### config.mk
export PLATFORM = sky130hd
export DESIGN_NAME = qrcode_cluster_flat
export DESIGN_NICKNAME = d
export VERILOG_FILES = /design/src/rtl/qrcode_cluster_if.sv /design/src/rtl/qrcode_cluster.sv /design/src/flat_wrapper.sv
export SDC_FILE = /design/constraint.sdc
export NUM_CORES = 1
export LEC_CHECK = 0
export ABC_AREA = 1
export BUFFER_PORTS_ARGS = -buffer_cell sky130_fd_sc_hd__buf_2
export CAP_MARGIN = 20
export CORE_MARGIN = 2
export CORE_UTILIZATION = 50
export DETAILED_ROUTE_END_ITERATION = 12
export HOLD_SLACK_MARGIN = 0.15
export PLACE_DENSITY_LB_ADDON = 0.15
export REMOVE_ABC_BUFFERS = 1
export SLEW_MARGIN = 20
export SYNTH_ARGS = -nofsm -noshare
export SYNTH_HDL_FRONTEND = slang
export SYNTH_SLANG_ARGS = --single-unit
export TNS_END_PERCENT = 100
### constraint.sdc
create_clock -name iCLK -period 4.85 [get_ports iCLK]
set_input_delay 0.2425 -clock iCLK [delete_from_list [all_inputs] [get_ports iCLK]]
set_output_delay 0.2425 -clock iCLK [all_outputs]
set_load 0.02 [all_outputs]
### src/rtl/qrcode_cluster_if.sv
// Hit-record input and box-record output bundle for qrcode_cluster.
// The DUT takes the slave view; the producer/consumer side takes the master view.
interface qrcode_cluster_if;
   logic       iFRAME_START;
   logic       iFRAME_END;
   logic       iHIT_VALID;
   logic [9:0] iHIT_VCNT;
   logic [9:0] iHIT_HSTART;
   logic [9:0] iHIT_HEND;
   logic       oHIT_READY;
   logic       oBOX_VALID;
   logic       iBOX_READY;
   logic [9:0] oBOX_HST;
   logic [9:0] oBOX_HED;
   logic [9:0] oBOX_VST;
   logic [9:0] oBOX_VED;
   logic [5:0] oBOX_LINES;
   logic       oDONE;
   logic [2:0] oBOX_COUNT;
   logic [7:0] oDROP_COUNT;

   modport slave (
      input  iFRAME_START, iFRAME_END, iHIT_VALID, iHIT_VCNT, iHIT_HSTART, iHIT_HEND,
             iBOX_READY,
      output oHIT_READY, oBOX_VALID, oBOX_HST, oBOX_HED, oBOX_VST, oBOX_VED,
             oBOX_LINES, oDONE, oBOX_COUNT, oDROP_COUNT
   );

   modport master (
      output iFRAME_START, iFRAME_END, iHIT_VALID, iHIT_VCNT, iHIT_HSTART, iHIT_HEND,
             iBOX_READY,
      input  oHIT_READY, oBOX_VALID, oBOX_HST, oBOX_HED, oBOX_VST, oBOX_VED,
             oBOX_LINES, oDONE, oBOX_COUNT, oDROP_COUNT
   );
endinterface

### src/rtl/qrcode_cluster.sv
// Groups finder-pattern line hits into bounding boxes per frame and streams the
// qualified boxes out after frame end.
module qrcode_cluster #(
   parameter int unsigned pSLOTS     = 3,
   parameter int unsigned pHTOL      = 4,
   parameter int unsigned pVGAP      = 2,
   parameter int unsigned pMIN_LINES = 3
) (
   input  logic            iCLK,
   input  logic            iRESET,
   qrcode_cluster_if.slave io_bus
);
   localparam int unsigned      lpIW   = (pSLOTS > 1) ? $clog2(pSLOTS) : 1;
   localparam logic signed [10:0] lpHTOL = 11'(pHTOL);
   localparam logic signed [10:0] lpVWIN = 11'(pVGAP + 1);
   localparam logic [5:0]        lpMIN  = 6'(pMIN_LINES);
   localparam logic [lpIW-1:0]   lpLAST = lpIW'(pSLOTS - 1);

   typedef enum logic [1:0] {sIDLE, sCOLLECT, sFLUSH} state_t;
   typedef enum logic [1:0] {SL_FREE, SL_OPEN, SL_KEPT} slot_t;

   state_t r_state;
   state_t w_state_nxt;

   slot_t      r_slot_st [pSLOTS];
   logic [9:0] r_hst     [pSLOTS];
   logic [9:0] r_hed     [pSLOTS];
   logic [9:0] r_vst     [pSLOTS];
   logic [9:0] r_ved     [pSLOTS];
   logic [5:0] r_lines   [pSLOTS];

   logic signed [10:0] w_dv  [pSLOTS];
   logic signed [10:0] w_dhs [pSLOTS];
   logic signed [10:0] w_dhe [pSLOTS];
   logic [pSLOTS-1:0]  w_aged;
   logic [pSLOTS-1:0]  w_match;
   logic [pSLOTS-1:0]  w_free;
   logic               w_match_hit;
   logic [lpIW-1:0]    w_match_idx;
   logic               w_alloc_hit;
   logic [lpIW-1:0]    w_alloc_idx;
   logic               w_hit_acc;

   logic            r_hit_ready;
   logic            r_box_valid;
   logic [9:0]      r_box_hst;
   logic [9:0]      r_box_hed;
   logic [9:0]      r_box_vst;
   logic [9:0]      r_box_ved;
   logic [5:0]      r_box_lines;
   logic            r_done;
   logic [2:0]      r_box_cnt;
   logic [7:0]      r_drop;
   logic [lpIW-1:0] r_scan;

   logic w_slot_qual;
   logic w_scan_adv;
   logic w_box_load;

   assign w_hit_acc = io_bus.iHIT_VALID && r_hit_ready && !io_bus.iFRAME_START;

   // Ageing and matching both see the pre-hit slot contents; a slot freed by
   // ageing is visible to allocation in the same cycle through w_free.
   always_comb begin
      w_aged      = '0;
      w_match     = '0;
      w_free      = '0;
      w_match_hit = 1'b0;
      w_match_idx = '0;
      w_alloc_hit = 1'b0;
      w_alloc_idx = '0;
      for (int unsigned i = 0; i < pSLOTS; i++) begin
         w_dv[i]  = $signed({1'b0, io_bus.iHIT_VCNT})   - $signed({1'b0, r_ved[i]});
         w_dhs[i] = $signed({1'b0, io_bus.iHIT_HSTART}) - $signed({1'b0, r_hst[i]});
         w_dhe[i] = $signed({1'b0, io_bus.iHIT_HEND})   - $signed({1'b0, r_hed[i]});
         w_aged[i]  = (r_slot_st[i] == SL_OPEN) && (w_dv[i] > lpVWIN);
         w_match[i] = (r_slot_st[i] == SL_OPEN) &&
                      (w_dv[i] >= 11'sd1) && (w_dv[i] <= lpVWIN) &&
                      (w_dhs[i] >= -lpHTOL) && (w_dhs[i] <= lpHTOL) &&
                      (w_dhe[i] >= -lpHTOL) && (w_dhe[i] <= lpHTOL);
         w_free[i]  = (r_slot_st[i] == SL_FREE) || (w_aged[i] && (r_lines[i] < lpMIN));
      end
      for (int unsigned i = 0; i < pSLOTS; i++) begin
         if (w_match[i] && !w_match_hit) begin
            w_match_hit = 1'b1;
            w_match_idx = lpIW'(i);
         end
         if (w_free[i] && !w_alloc_hit) begin
            w_alloc_hit = 1'b1;
            w_alloc_idx = lpIW'(i);
         end
      end
   end

   always_ff @(posedge iCLK or negedge iRESET) begin
      if (!iRESET) begin
         for (int unsigned i = 0; i < pSLOTS; i++) begin
            r_slot_st[i] <= SL_FREE;
            r_hst[i]     <= '0;
            r_hed[i]     <= '0;
            r_vst[i]     <= '0;
            r_ved[i]     <= '0;
            r_lines[i]   <= '0;
         end
      end else if (io_bus.iFRAME_START) begin
         for (int unsigned i = 0; i < pSLOTS; i++) begin
            r_slot_st[i] <= SL_FREE;
         end
      end else if (w_hit_acc) begin
         for (int unsigned i = 0; i < pSLOTS; i++) begin
            if (w_aged[i]) begin
               r_slot_st[i] <= (r_lines[i] >= lpMIN) ? SL_KEPT : SL_FREE;
            end
         end
         if (w_match_hit) begin
            if (io_bus.iHIT_HSTART < r_hst[w_match_idx]) r_hst[w_match_idx] <= io_bus.iHIT_HSTART;
            if (io_bus.iHIT_HEND > r_hed[w_match_idx])   r_hed[w_match_idx] <= io_bus.iHIT_HEND;
            r_ved[w_match_idx]   <= io_bus.iHIT_VCNT;
            r_lines[w_match_idx] <= (r_lines[w_match_idx] == 6'd63) ? 6'd63
                                                                     : r_lines[w_match_idx] + 6'd1;
         end else if (w_alloc_hit) begin
            r_slot_st[w_alloc_idx] <= SL_OPEN;
            r_hst[w_alloc_idx]     <= io_bus.iHIT_HSTART;
            r_hed[w_alloc_idx]     <= io_bus.iHIT_HEND;
            r_vst[w_alloc_idx]     <= io_bus.iHIT_VCNT;
            r_ved[w_alloc_idx]     <= io_bus.iHIT_VCNT;
            r_lines[w_alloc_idx]   <= 6'd1;
         end
      end
   end

   always_ff @(posedge iCLK or negedge iRESET) begin
      if (!iRESET) begin
         r_drop <= '0;
      end else if (io_bus.iFRAME_START) begin
         r_drop <= '0;
      end else if (w_hit_acc && !w_match_hit && !w_alloc_hit && (r_drop != 8'hFF)) begin
         r_drop <= r_drop + 8'd1;
      end
   end

   assign w_slot_qual = (r_slot_st[r_scan] != SL_FREE) && (r_lines[r_scan] >= lpMIN);
   assign w_scan_adv  = (r_state == sFLUSH) && !io_bus.iFRAME_START &&
                        ((r_box_valid && io_bus.iBOX_READY) || (!r_box_valid && !w_slot_qual));
   assign w_box_load  = (r_state == sFLUSH) && !io_bus.iFRAME_START &&
                        !r_box_valid && w_slot_qual;

   always_ff @(posedge iCLK or negedge iRESET) begin
      if (!iRESET) r_state <= sIDLE;
      else         r_state <= w_state_nxt;
   end

   always_comb begin
      w_state_nxt = r_state;
      if (io_bus.iFRAME_START) begin
         w_state_nxt = sCOLLECT;
      end else begin
         case (r_state)
            sCOLLECT: if (io_bus.iFRAME_END) w_state_nxt = sFLUSH;
            sFLUSH:   if (w_scan_adv && (r_scan == lpLAST)) w_state_nxt = sIDLE;
            default:  w_state_nxt = r_state;
         endcase
      end
   end

   always_ff @(posedge iCLK or negedge iRESET) begin
      if (!iRESET) begin
         r_hit_ready <= 1'b0;
         r_box_valid <= 1'b0;
         r_box_hst   <= '0;
         r_box_hed   <= '0;
         r_box_vst   <= '0;
         r_box_ved   <= '0;
         r_box_lines <= '0;
         r_done      <= 1'b0;
         r_box_cnt   <= '0;
         r_scan      <= '0;
      end else begin
         r_hit_ready <= (w_state_nxt == sCOLLECT);
         r_done      <= w_scan_adv && (r_scan == lpLAST);
         if (io_bus.iFRAME_START) begin
            r_box_valid <= 1'b0;
            r_box_cnt   <= '0;
            r_scan      <= '0;
         end else begin
            if ((r_state == sCOLLECT) && io_bus.iFRAME_END) r_scan <= '0;
            if (w_box_load) begin
               r_box_valid <= 1'b1;
               r_box_hst   <= r_hst[r_scan];
               r_box_hed   <= r_hed[r_scan];
               r_box_vst   <= r_vst[r_scan];
               r_box_ved   <= r_ved[r_scan];
               r_box_lines <= r_lines[r_scan];
            end
            if ((r_state == sFLUSH) && r_box_valid && io_bus.iBOX_READY) begin
               r_box_valid <= 1'b0;
               r_box_cnt   <= r_box_cnt + 3'd1;
            end
            if (w_scan_adv && (r_scan != lpLAST)) r_scan <= r_scan + 1'b1;
         end
      end
   end

   assign io_bus.oHIT_READY  = r_hit_ready;
   assign io_bus.oBOX_VALID  = r_box_valid;
   assign io_bus.oBOX_HST    = r_box_hst;
   assign io_bus.oBOX_HED    = r_box_hed;
   assign io_bus.oBOX_VST    = r_box_vst;
   assign io_bus.oBOX_VED    = r_box_ved;
   assign io_bus.oBOX_LINES  = r_box_lines;
   assign io_bus.oDONE       = r_done;
   assign io_bus.oBOX_COUNT  = r_box_cnt;
   assign io_bus.oDROP_COUNT = r_drop;
endmodule

### src/flat_wrapper.sv
// flat-port wrapper written by rule: the top's interface ports become plain ports
module qrcode_cluster_flat 
#(
   parameter int unsigned pSLOTS     = 3,
   parameter int unsigned pHTOL      = 4,
   parameter int unsigned pVGAP      = 2,
   parameter int unsigned pMIN_LINES = 3
)
  (iCLK, iRESET, io_bus_iFRAME_START, io_bus_iFRAME_END, io_bus_iHIT_VALID, io_bus_iHIT_VCNT, io_bus_iHIT_HSTART, io_bus_iHIT_HEND, io_bus_iBOX_READY, io_bus_oHIT_READY, io_bus_oBOX_VALID, io_bus_oBOX_HST, io_bus_oBOX_HED, io_bus_oBOX_VST, io_bus_oBOX_VED, io_bus_oBOX_LINES, io_bus_oDONE, io_bus_oBOX_COUNT, io_bus_oDROP_COUNT);
  qrcode_cluster_if io_bus_i ();
  input  logic iCLK;
  input  logic iRESET;
  input wire logic [$bits(io_bus_i.iFRAME_START)-1:0] io_bus_iFRAME_START;
  input wire logic [$bits(io_bus_i.iFRAME_END)-1:0] io_bus_iFRAME_END;
  input wire logic [$bits(io_bus_i.iHIT_VALID)-1:0] io_bus_iHIT_VALID;
  input wire logic [$bits(io_bus_i.iHIT_VCNT)-1:0] io_bus_iHIT_VCNT;
  input wire logic [$bits(io_bus_i.iHIT_HSTART)-1:0] io_bus_iHIT_HSTART;
  input wire logic [$bits(io_bus_i.iHIT_HEND)-1:0] io_bus_iHIT_HEND;
  input wire logic [$bits(io_bus_i.iBOX_READY)-1:0] io_bus_iBOX_READY;
  output wire logic [$bits(io_bus_i.oHIT_READY)-1:0] io_bus_oHIT_READY;
  output wire logic [$bits(io_bus_i.oBOX_VALID)-1:0] io_bus_oBOX_VALID;
  output wire logic [$bits(io_bus_i.oBOX_HST)-1:0] io_bus_oBOX_HST;
  output wire logic [$bits(io_bus_i.oBOX_HED)-1:0] io_bus_oBOX_HED;
  output wire logic [$bits(io_bus_i.oBOX_VST)-1:0] io_bus_oBOX_VST;
  output wire logic [$bits(io_bus_i.oBOX_VED)-1:0] io_bus_oBOX_VED;
  output wire logic [$bits(io_bus_i.oBOX_LINES)-1:0] io_bus_oBOX_LINES;
  output wire logic [$bits(io_bus_i.oDONE)-1:0] io_bus_oDONE;
  output wire logic [$bits(io_bus_i.oBOX_COUNT)-1:0] io_bus_oBOX_COUNT;
  output wire logic [$bits(io_bus_i.oDROP_COUNT)-1:0] io_bus_oDROP_COUNT;
  assign io_bus_i.iFRAME_START = io_bus_iFRAME_START;
  assign io_bus_i.iFRAME_END = io_bus_iFRAME_END;
  assign io_bus_i.iHIT_VALID = io_bus_iHIT_VALID;
  assign io_bus_i.iHIT_VCNT = io_bus_iHIT_VCNT;
  assign io_bus_i.iHIT_HSTART = io_bus_iHIT_HSTART;
  assign io_bus_i.iHIT_HEND = io_bus_iHIT_HEND;
  assign io_bus_i.iBOX_READY = io_bus_iBOX_READY;
  assign io_bus_oHIT_READY = io_bus_i.oHIT_READY;
  assign io_bus_oBOX_VALID = io_bus_i.oBOX_VALID;
  assign io_bus_oBOX_HST = io_bus_i.oBOX_HST;
  assign io_bus_oBOX_HED = io_bus_i.oBOX_HED;
  assign io_bus_oBOX_VST = io_bus_i.oBOX_VST;
  assign io_bus_oBOX_VED = io_bus_i.oBOX_VED;
  assign io_bus_oBOX_LINES = io_bus_i.oBOX_LINES;
  assign io_bus_oDONE = io_bus_i.oDONE;
  assign io_bus_oBOX_COUNT = io_bus_i.oBOX_COUNT;
  assign io_bus_oDROP_COUNT = io_bus_i.oDROP_COUNT;
  qrcode_cluster #(.pSLOTS(pSLOTS), .pHTOL(pHTOL), .pVGAP(pVGAP), .pMIN_LINES(pMIN_LINES)) u_core (.iCLK(iCLK), .iRESET(iRESET), .io_bus(io_bus_i));
endmodule
### After elaboration in Yosys (flattened, before gate mapping)

Index checks and enable logic that the tools add are counted.

* input port bits: 36
* register bits: 208
* logic and storage cells: 272

* order comparisons: 35
* $add $sub $neg: 13
* bitwise gates (word level): 11
* reduce and logical (&&, ||, !) cells: 75
* muxes and demuxes: 96
* equal/unequal tests: 12

Operators with widths (number)
* 2-to-1 mux 30 bit: 8
* bitwise mux 30 bit: 7
* 2-to-1 mux 10 bit: 14
* binary-select mux 10 bit (select 2 bit): 6
* subtractor 10 x 10 -> 11 bit: 9
* >= comparator 11 x 3 -> 1 bit (second input constant): 6
* less-or-equal comparator 11 x 4 -> 1 bit (second input constant): 6
* 2-to-1 mux 6 bit: 11
* logical AND 1 bit: 47
* 2-to-1 mux 2 bit: 23
* demux 10 bit (select 2 bit): 2
* 2-to-1 mux 18 bit: 2
* >= comparator 11 x 2 -> 1 bit (second input constant): 3
* greater-than comparator 11 x 3 -> 1 bit (second input constant): 3
* less-or-equal comparator 11 x 3 -> 1 bit (second input constant): 3
* binary-select mux 6 bit (select 2 bit): 2
* demux 6 bit (select 2 bit): 2
* >= comparator 6 x 2 -> 1 bit (second input constant): 4
* bitwise mux 18 bit: 1
* < comparator 6 x 2 -> 1 bit (second input constant): 3
* 2-to-1 mux 8 bit: 2
* bitwise AND 15 bit: 1
* inverter 15 bit: 1
* AND reduction 4 bit: 3
* 30 further kinds: 73

### Depth between registers and ports, before layout

Gate-level depths: netlist of the first run.

* depth after elaboration: 23
* gate-level depth with buffers: 38

### Worst setup path after synthesis of the first run

No wires, ideal clock.

* path kind: reg-to-reg
* start point: register u_core.r_ved[0] (netlist name)
* end point: register u_core.r_hed[10] (netlist name)
* cell stages (with the launch flop): 38
* path buffers: 3
* path slack: 0.329 ns
* period minus slack after synthesis: 4.521 ns
* data arrival time: 4.444 ns
* required time: 4.773 ns
* path through: dfrtp_1 ha_1 fa_1 inv_1 nand3_1 nand3_1 nand2_1 nand2_1 nand2_1 nand2_1 nand2_1 nor2_2 nand3_1 nor2_2 nor2_1 nor2_1 nand2_1 nor2_4 [... 2 more ...] buf_2 buf_2 a21oi_1 o21ai_0 o21ai_0 ha_1 nand2_1 inv_1 a221oi_1 o21ai_0 a221oi_1 o21ai_0 o41ai_1 nand2_1 nand2_1 buf_2 nor2_1 a21oi_1

* longest elaborated chain between the ends: 18

Ends and longest elaborated chain
* start: declaration: line qrcode_cluster.sv:29 `logic [9:0] r_ved [pSLOTS];`
* start signal: indexed assignment: line qrcode_cluster.sv:118 `r_ved[w_match_idx] <= io_bus.iHIT_VCNT;`
* start signal: indexed assignment: line qrcode_cluster.sv:126 `r_ved[w_alloc_idx] <= io_bus.iHIT_VCNT;`
* subtractor 10 x 10 -> 11 bit (*): line qrcode_cluster.sv:73 `w_dv[i] = $signed({1'b0, io_bus.iHIT_VCNT}) - $signed({1'b0, r_ved[i]});`
* branches (longest 17 deep; another with >= comparator 11 x 2 -> 1 bit)
* end signal: indexed assignment: line qrcode_cluster.sv:124 `r_hed[w_alloc_idx] <= io_bus.iHIT_HEND;`
* end: declaration: line qrcode_cluster.sv:27 `logic [9:0] r_hed [pSLOTS];`

Every way passes the cells marked *. The select of a mux whose other input is x is not followed.
A chain may end at the register's enable or synchronous reset.

### Final worst setup path of the first run

* start point: input port io_bus_iHIT_VCNT[3]
* end point: register u_core.r_hed[11] (netlist name)

* longest elaborated chain between the ends: 23

Ends and longest elaborated chain
* start: declaration: line flat_wrapper.sv:16 `input wire logic [$bits(io_bus_i.iHIT_VCNT)-1:0] io_bus_iHIT_VCNT;`
* branches (longest 23 deep; another with subtractor 10 x 10 -> 11 bit)

Parallel ways; which one is timed is not known. The select of a mux whose other input is x is not followed.

==> impl_metrics.json, run 1 <==
{
  "cp_slowest_stage_delay_ns": 0.53,
  "grt_use_total": 0.284,
  "grt_overflow": 0,
  "ctsRootBufferMaster": "clkbuf_16",
  "postSynthRegisterBits": 208,
  "yosysTopAreaCellShare": 0.324,
  "cts_made_buffers": 24,
  "post-route-drc-count": 0,
  "hold_end": "u_core.r_hst[11]",
  "grt_pass1_wl_um": 77300,
  "worstHoldStart": "io_bus_iHIT_HSTART[1]",
  "port_buffers": 95,
  "synth_largest_area_cell": "dfrtp_1",
  "max_freq_mhz": 213,
  "post-route-util": 0.596,
  "synth_edf_count": 0,
  "cpMostUsedCell": "nand2_1",
  "synth_top_flop_cell": "dfrtp_1",
  "relSlewSlack": 0.436,
  "cp-end-kind": "flip-flop",
  "die_y_um": 183,
  "cts_tree": "done",
  "synth.distinct_cells": 59,
  "ys_seq_area_frac": 0.324,
  "grt_pass1_vias": 15271,
  "ir_drop_v": 0.000300,
  "fin_nets": 2698,
  "rows": 65,
  "status": "finished, final reports clean",
  "hold_viol_final": 0,
  "synthesis.area_um2": 16100,
  "gr-usage-met3": 0.0437,
  "viasPerCell": 5.48,
  "holdPathStages": 4,
  "ys_top_cells_by_area": "dfrtp_1, nand2_1, ha_1",
  "dr.pass1.iters": 6,
  "period_needed_ns": 4.69,
  "synth.avg_cell_area_um2": 6.74,
  "slew_violations": 0,
  "arrival_ns": 5.13,
  "core_area_um2": 31600,
  "drt_wl_total_um": 48100,
  "holdCritPathClass": "in2reg",
  "syn_inst": 2385,
  "cpMaxStageDelayCell": "dlygate4sd3_1",
  "ios": 96,
  "async_reset_ff_frac": 1.00,
  "fp.dieW_um": 183,
  "p_leak_nw": 9.88,
  "drt_iter0_markers": 1274,
  "synth_warnings": 0,
  "h-tree-depth": 1,
  "grtUsageMet2": 0.460,
  "num_antenna_cells": 0,
  "worst_slew_pin_slew_ns": 0.846,
  "finalClockSkew_ns": 0.0149,
  "path_max_fanout": 7,
  "cts.sinks": 208,
  "dieArea_um2": 33600,
  "cts_buffer_depth": 3,
  "initial_core_util": 0.508,
  "busiest_layer": "met2",
  "holdWs_ns": 0.197,
  "startpoint_type": "input pin",
  "path_class": "in2reg",
  "vias": 16209,
  "setup_tns_ns": 0,
  "layout-drive-gt1-share": 0.132,
  "grt_max_degree": 107,
  "antenna_found_initial": 0,
  "power.density_nw_per_um2": 531,
  "dpl.hpwl_um": 35500,
  "setup_viol": 0,
  "use_met1": 0.393,
  "cp.required_ns": 5.29,
  "rsz0062_at_grt": "yes",
  "area_delta_synth_final_pct": 17.4,
  "rrSetupSlack_ns": 0.17,
  "r2r_cells": 33,
  "worstReg2RegEnd": "u_core.r_hed[11]",
  "clkTransAtPathRegs_ns": 0.06,
  "crit-reg2reg-launch": "u_core.r_ved[0]",
  "wl_per_cell_um": 16.3,
  "worstSkewPairLatency_ns": 0.53,
  "min_period_over_period": 0.967,
  "antenna_left": 0,
  "drv_cap": 0,
  "place_congestion": 0.933,
  "power.total_mw": 10.0
}
[layout by cell type (no fill, tap or decap), drive strengths merged, types with 13 or more instances in the layout]
master and instances:
dlygate4sd3 34, dfrtp 208, inv 340, nand3b 21, o21ai 260, ha 115
clkbuf 36, nor3 19, xor2 13, nand3 177, buf 154, a21oi 124
nand2 761, nor2 164, nand4 39
[per-stage QoR]
step,std cells,worst slack [ns],cell area (um^2)
2_1_floorplan,2321,-0.340,15800
3_3_place_gp,2864,0.0326,17200
3_5_place_dp,2864,-0.130,17200
4_1_cts,2940,0.0209,18300
5_1_grt,2956,-0.160,18900
6_report,2956,0.159,18900
[cell families (layout without fill, tap and decap cells)]
logic type / Yosys count / in the layout / synth area share
and+or+nand+nor: 1190 / 1190 / 0.318
AOI/OAI and AO/OA: 430 / 430 / 0.144
buffers and inverters: 407 / 576 / 0.0986
DFF: 208 / 208 / 0.324
adders and majority gates: 124 / 124 / 0.101
xor gates and xnor gates: 25 / 25 / 0.0136
muxes: 1 / 1 / 0.000623
[synthesized netlist by cell type (6+ instances only)]
cell,instances
nand2_1,749
inv_1,335
o21ai_0,216
dfrtp_1,208
nand3_1,168
nor2_1,148
a21oi_1,119
ha_1,115
nand4_1,39
o21ai_1,38
clkbuf_1,36
nand3b_1,21
buf_2,20
nor3_1,14
xor2_1,13
xnor2_1,12
nand2_2,10
fa_1,9
nor2_2,9
nand3_2,8
o21bai_1,8
nor2_4,7
o21ai_2,6
[flip-flops by register name, summed over array words and instances (netlist names), 2 cells and up]
register,count
u_core.r_hst,30
u_core.io_bus.oBOX_VED,10
u_core.io_bus.oDROP_COUNT,8
u_core.r_scan,2
u_core.io_bus.oBOX_COUNT,3
u_core.r_lines,18
u_core.io_bus.oBOX_HST,10
u_core.io_bus.oBOX_VST,10
u_core.r_hed,30
u_core.r_vst,30
u_core.io_bus.oBOX_LINES,6
u_core.r_slot_st,6
u_core.r_state,2
u_core.io_bus.oBOX_HED,10
u_core.r_ved,30
[worst max-delay path: cells and delay by family]
kind / cells / cell delay (ns)
compound gates: 10 / 1.17
fa+ha+maj: 2 / 0.72
buf+inv: 5 / 1.03
simple gates: 18 / 1.93
[worst max path at each step]
stage,startpoint,cells after the start,slack [ns],end
after floorplan,u_core.r_scan[1],10,-0.34,u_core.io_bus.oBOX_VALID
after global placement,io_bus_iHIT_VCNT[0],34,0.03,u_core.r_hed[1]
after detailed placement,io_bus_iHIT_VCNT[0],35,-0.13,u_core.r_hed[15]
after CTS,u_core.r_hed[10],31,0.02,u_core.r_hed[14]
after global routing,u_core.r_ved[0],32,-0.16,u_core.r_hed[11]
final,io_bus_iHIT_VCNT[3],35,0.16,u_core.r_hed[11]
[timing repair]
item	4_1_cts	5_1_grt
setup buffers	0	15
gates cloned	0	2
pin swaps	0	29
hold buffers	34	0
endpoints found under the hold margin	218	0
resized for setup	2	112
endpoints found under the setup margin	9	60
[per-layer routing]
metal / share of wire / up-vias
met3: 0.062 / 96
met1: 0.46 / 7573
met2: 0.45 / 507
met5: 0 / -
met4: 0.029 / 0
li1: - / 8033
[final cells by class]
type / instances / area [um^2]
clock inverters: 9 / 113
flip-flops and latches: 208 / 5210
inverters: 343 / 1310
fillers: 2953 / 12800
well taps: 402 / 503
clock buffers: 33 / 684
multi-input cells: 1770 / 9660
repair buffers: 191 / 1390
[power by group]
part           switching [mW]  total [mW]  internal [mW]  leakage (nW)
logic                    3.46        5.44           1.98          6.84
clock network           0.757        1.85           1.09         0.391
registers               0.408        2.74           2.33          2.65
Power figures use the tool's default switching activity.
==> inputs of run 2 (changes only) <==
- PLACE_DENSITY: default -> 0.77
- PLACE_DENSITY_LB_ADDON: 0.15 -> default
==> run 2 against run 1 <==
First-iteration DRC count grew 3.0%; fmax shrank 0.57%; largest power group unchanged; clock power shrank 3%; critical endpoint is now u_core.r_hed[18].
==> impl_metrics.json, run 2 (same netlist as run 1, synthesis figures left out) <==
{
  "clkTransAtPathRegs_ns": 0.06,
  "final_cell_mix": "nand2_1, inv_1, o21ai_0",
  "dieArea_um2": 33600,
  "wl_per_cell_um": 16.1,
  "post-route-drc-count": 0,
  "grt_pass1_vias": 15529,
  "drt_wl_total_um": 47600,
  "period_needed_ns": 4.72,
  "relSlewSlack": 0.335,
  "post-route-util": 0.595,
  "ios": 96,
  "place_congestion": 0.937,
  "path_class": "reg2reg",
  "ctsRootBufferMaster": "clkbuf_16",
  "num_antenna_cells": 0,
  "layout-drive-gt1-share": 0.132,
  "cts_tree": "done",
  "layout_commonest_cell": "nand2_1",
  "port_buffers": 95,
  "cp.required_ns": 5.31,
  "setup_viol": 0,
  "cts.sinks": 208,
  "cpMostUsedCell": "nand2_1",
  "arrival_ns": 5.17,
  "fp.dieW_um": 183,
  "antenna_found_initial": 0,
  "rows": 65,
  "initial_core_util": 0.508,
  "hold_viol_final": 0,
  "p_leak_nw": 9.90,
  "power.total_mw": 9.95,
  "grt_overflow": 0,
  "cts_made_buffers": 25,
  "drt_iter0_markers": 1312,
  "startpoint_type": "flip-flop",
  "holdCritPathClass": "in2reg",
  "dpl.hpwl_um": 34300,
  "max_freq_mhz": 212,
  "setup_tns_ns": 0,
  "slew_violations": 0,
  "die_y_um": 183,
  "power.density_nw_per_um2": 528,
  "area_delta_synth_final_pct": 17.1,
  "core_area_um2": 31600,
  "cpMaxStageDelayCell": "dfrtp_1",
  "ir_drop_v": 0.000305,
  "grt_max_degree": 126,
  "status": "finished, final reports clean",
  "h-tree-depth": 1,
  "fin_nets": 2707,
  "rsz0062_at_grt": "yes",
  "drv_cap": 0,
  "grt_pass1_wl_um": 76700,
  "path_max_fanout": 6,
  "viasPerCell": 5.52,
  "vias": 16367,
  "holdWs_ns": 0.165,
  "grt_use_total": 0.279,
  "finalClockSkew_ns": 0.0107,
  "worstSkewPairLatency_ns": 0.54,
  "cts_buffer_depth": 3,
  "cp-end-kind": "flip-flop",
  "antenna_left": 0,
  "dr.pass1.iters": 6,
  "cp_slowest_stage_delay_ns": 0.42,
  "worst_slew_pin_slew_ns": 0.997,
  "min_period_over_period": 0.973
}
-- run 2: cell count changes in the layout (fill, tap and decap cells not counted), sizes merged --
| cell | change |
|---|---|
| clkinv | +1 |
| bufinv | -1 |
| clkbuf | -3 |
| buf | +8 |
| inv | +2 |
-- run 2: layout make-up --
class	count	area, um^2
Sequential cell	208	5210
Fill cell	2886	12800
Tap cell	402	503
Clock buffer	30	674
Multi-Input combinational cell	1770	9610
Timing Repair Buffer	199	1440
Inverter	343	1290
Clock inverter	11	92.6
-- run 2: per-layer routing --
metal  up-vias  global-route usage  wire length (um)
met5         -                   0                 0
met1      7537               0.367             20300
met2       660               0.475             22100
met3       128              0.0379              3460
li1       8042                   -                 -
met4         0              0.0909              1640
-- run 2: critical path: cells and delay by family, from the launching register on --
kind                     cells  cell delay, ns
AND/OR/NAND/NOR             16            1.33
flip-flops                   1            0.42
adder cells (fa/ha/maj)      3            0.87
buffers and inverters        5            0.51
AO/OA/AOI/OAI               11            1.50
-- run 2: stage by stage --
step / worst slack (ns) / cells / instance area, um^2
after floorplan: -0.340 / 2321 / 15800
after global placement: 0.0354 / 2869 / 17200
after detailed placement: -0.196 / 2869 / 17200
after CTS: 0.00262 / 2945 / 18300
after global routing: -0.194 / 2963 / 18800
final: 0.133 / 2963 / 18800
-- run 2: worst paths after layout --
path	depth (start not counted)	slack, ns	endpoint	startpoint
min	4	0.16	u_core.r_hed[11]	io_bus_iHIT_HEND[1]
max	35	0.13	u_core.r_hed[18]	u_core.r_ved[0]
max in group asynchronous	3	3.23	u_core.r_hst[10]	iRESET
min reg2reg	2	0.46	u_core.io_bus.oBOX_VST[4]	u_core.io_bus.oBOX_VST[4]
max reg2reg	35	0.13	u_core.r_hed[18]	u_core.r_ved[0]
min in group asynchronous	2	0.39	u_core.io_bus.oBOX_COUNT[1]	iRESET
-- run 2: report_power, final --
group | leakage [nW] | switching (mW) | total (mW) | internal (mW)
registers | 2.65 | 0.402 | 2.73 | 2.33
clock network | 0.379 | 0.766 | 1.80 | 1.04
logic | 6.87 | 3.45 | 5.41 | 1.97
total | 9.90 | 4.62 | 9.95 | 5.33
-- run 2: what timing repair did --
action	in CTS	in global routing
pin swaps	2	27
endpoints found under the setup margin	30	60
endpoints found under the hold margin	237	0
resized for setup	4	89
gates cloned	0	2
buffers inserted	1	16
hold buffers	34	0
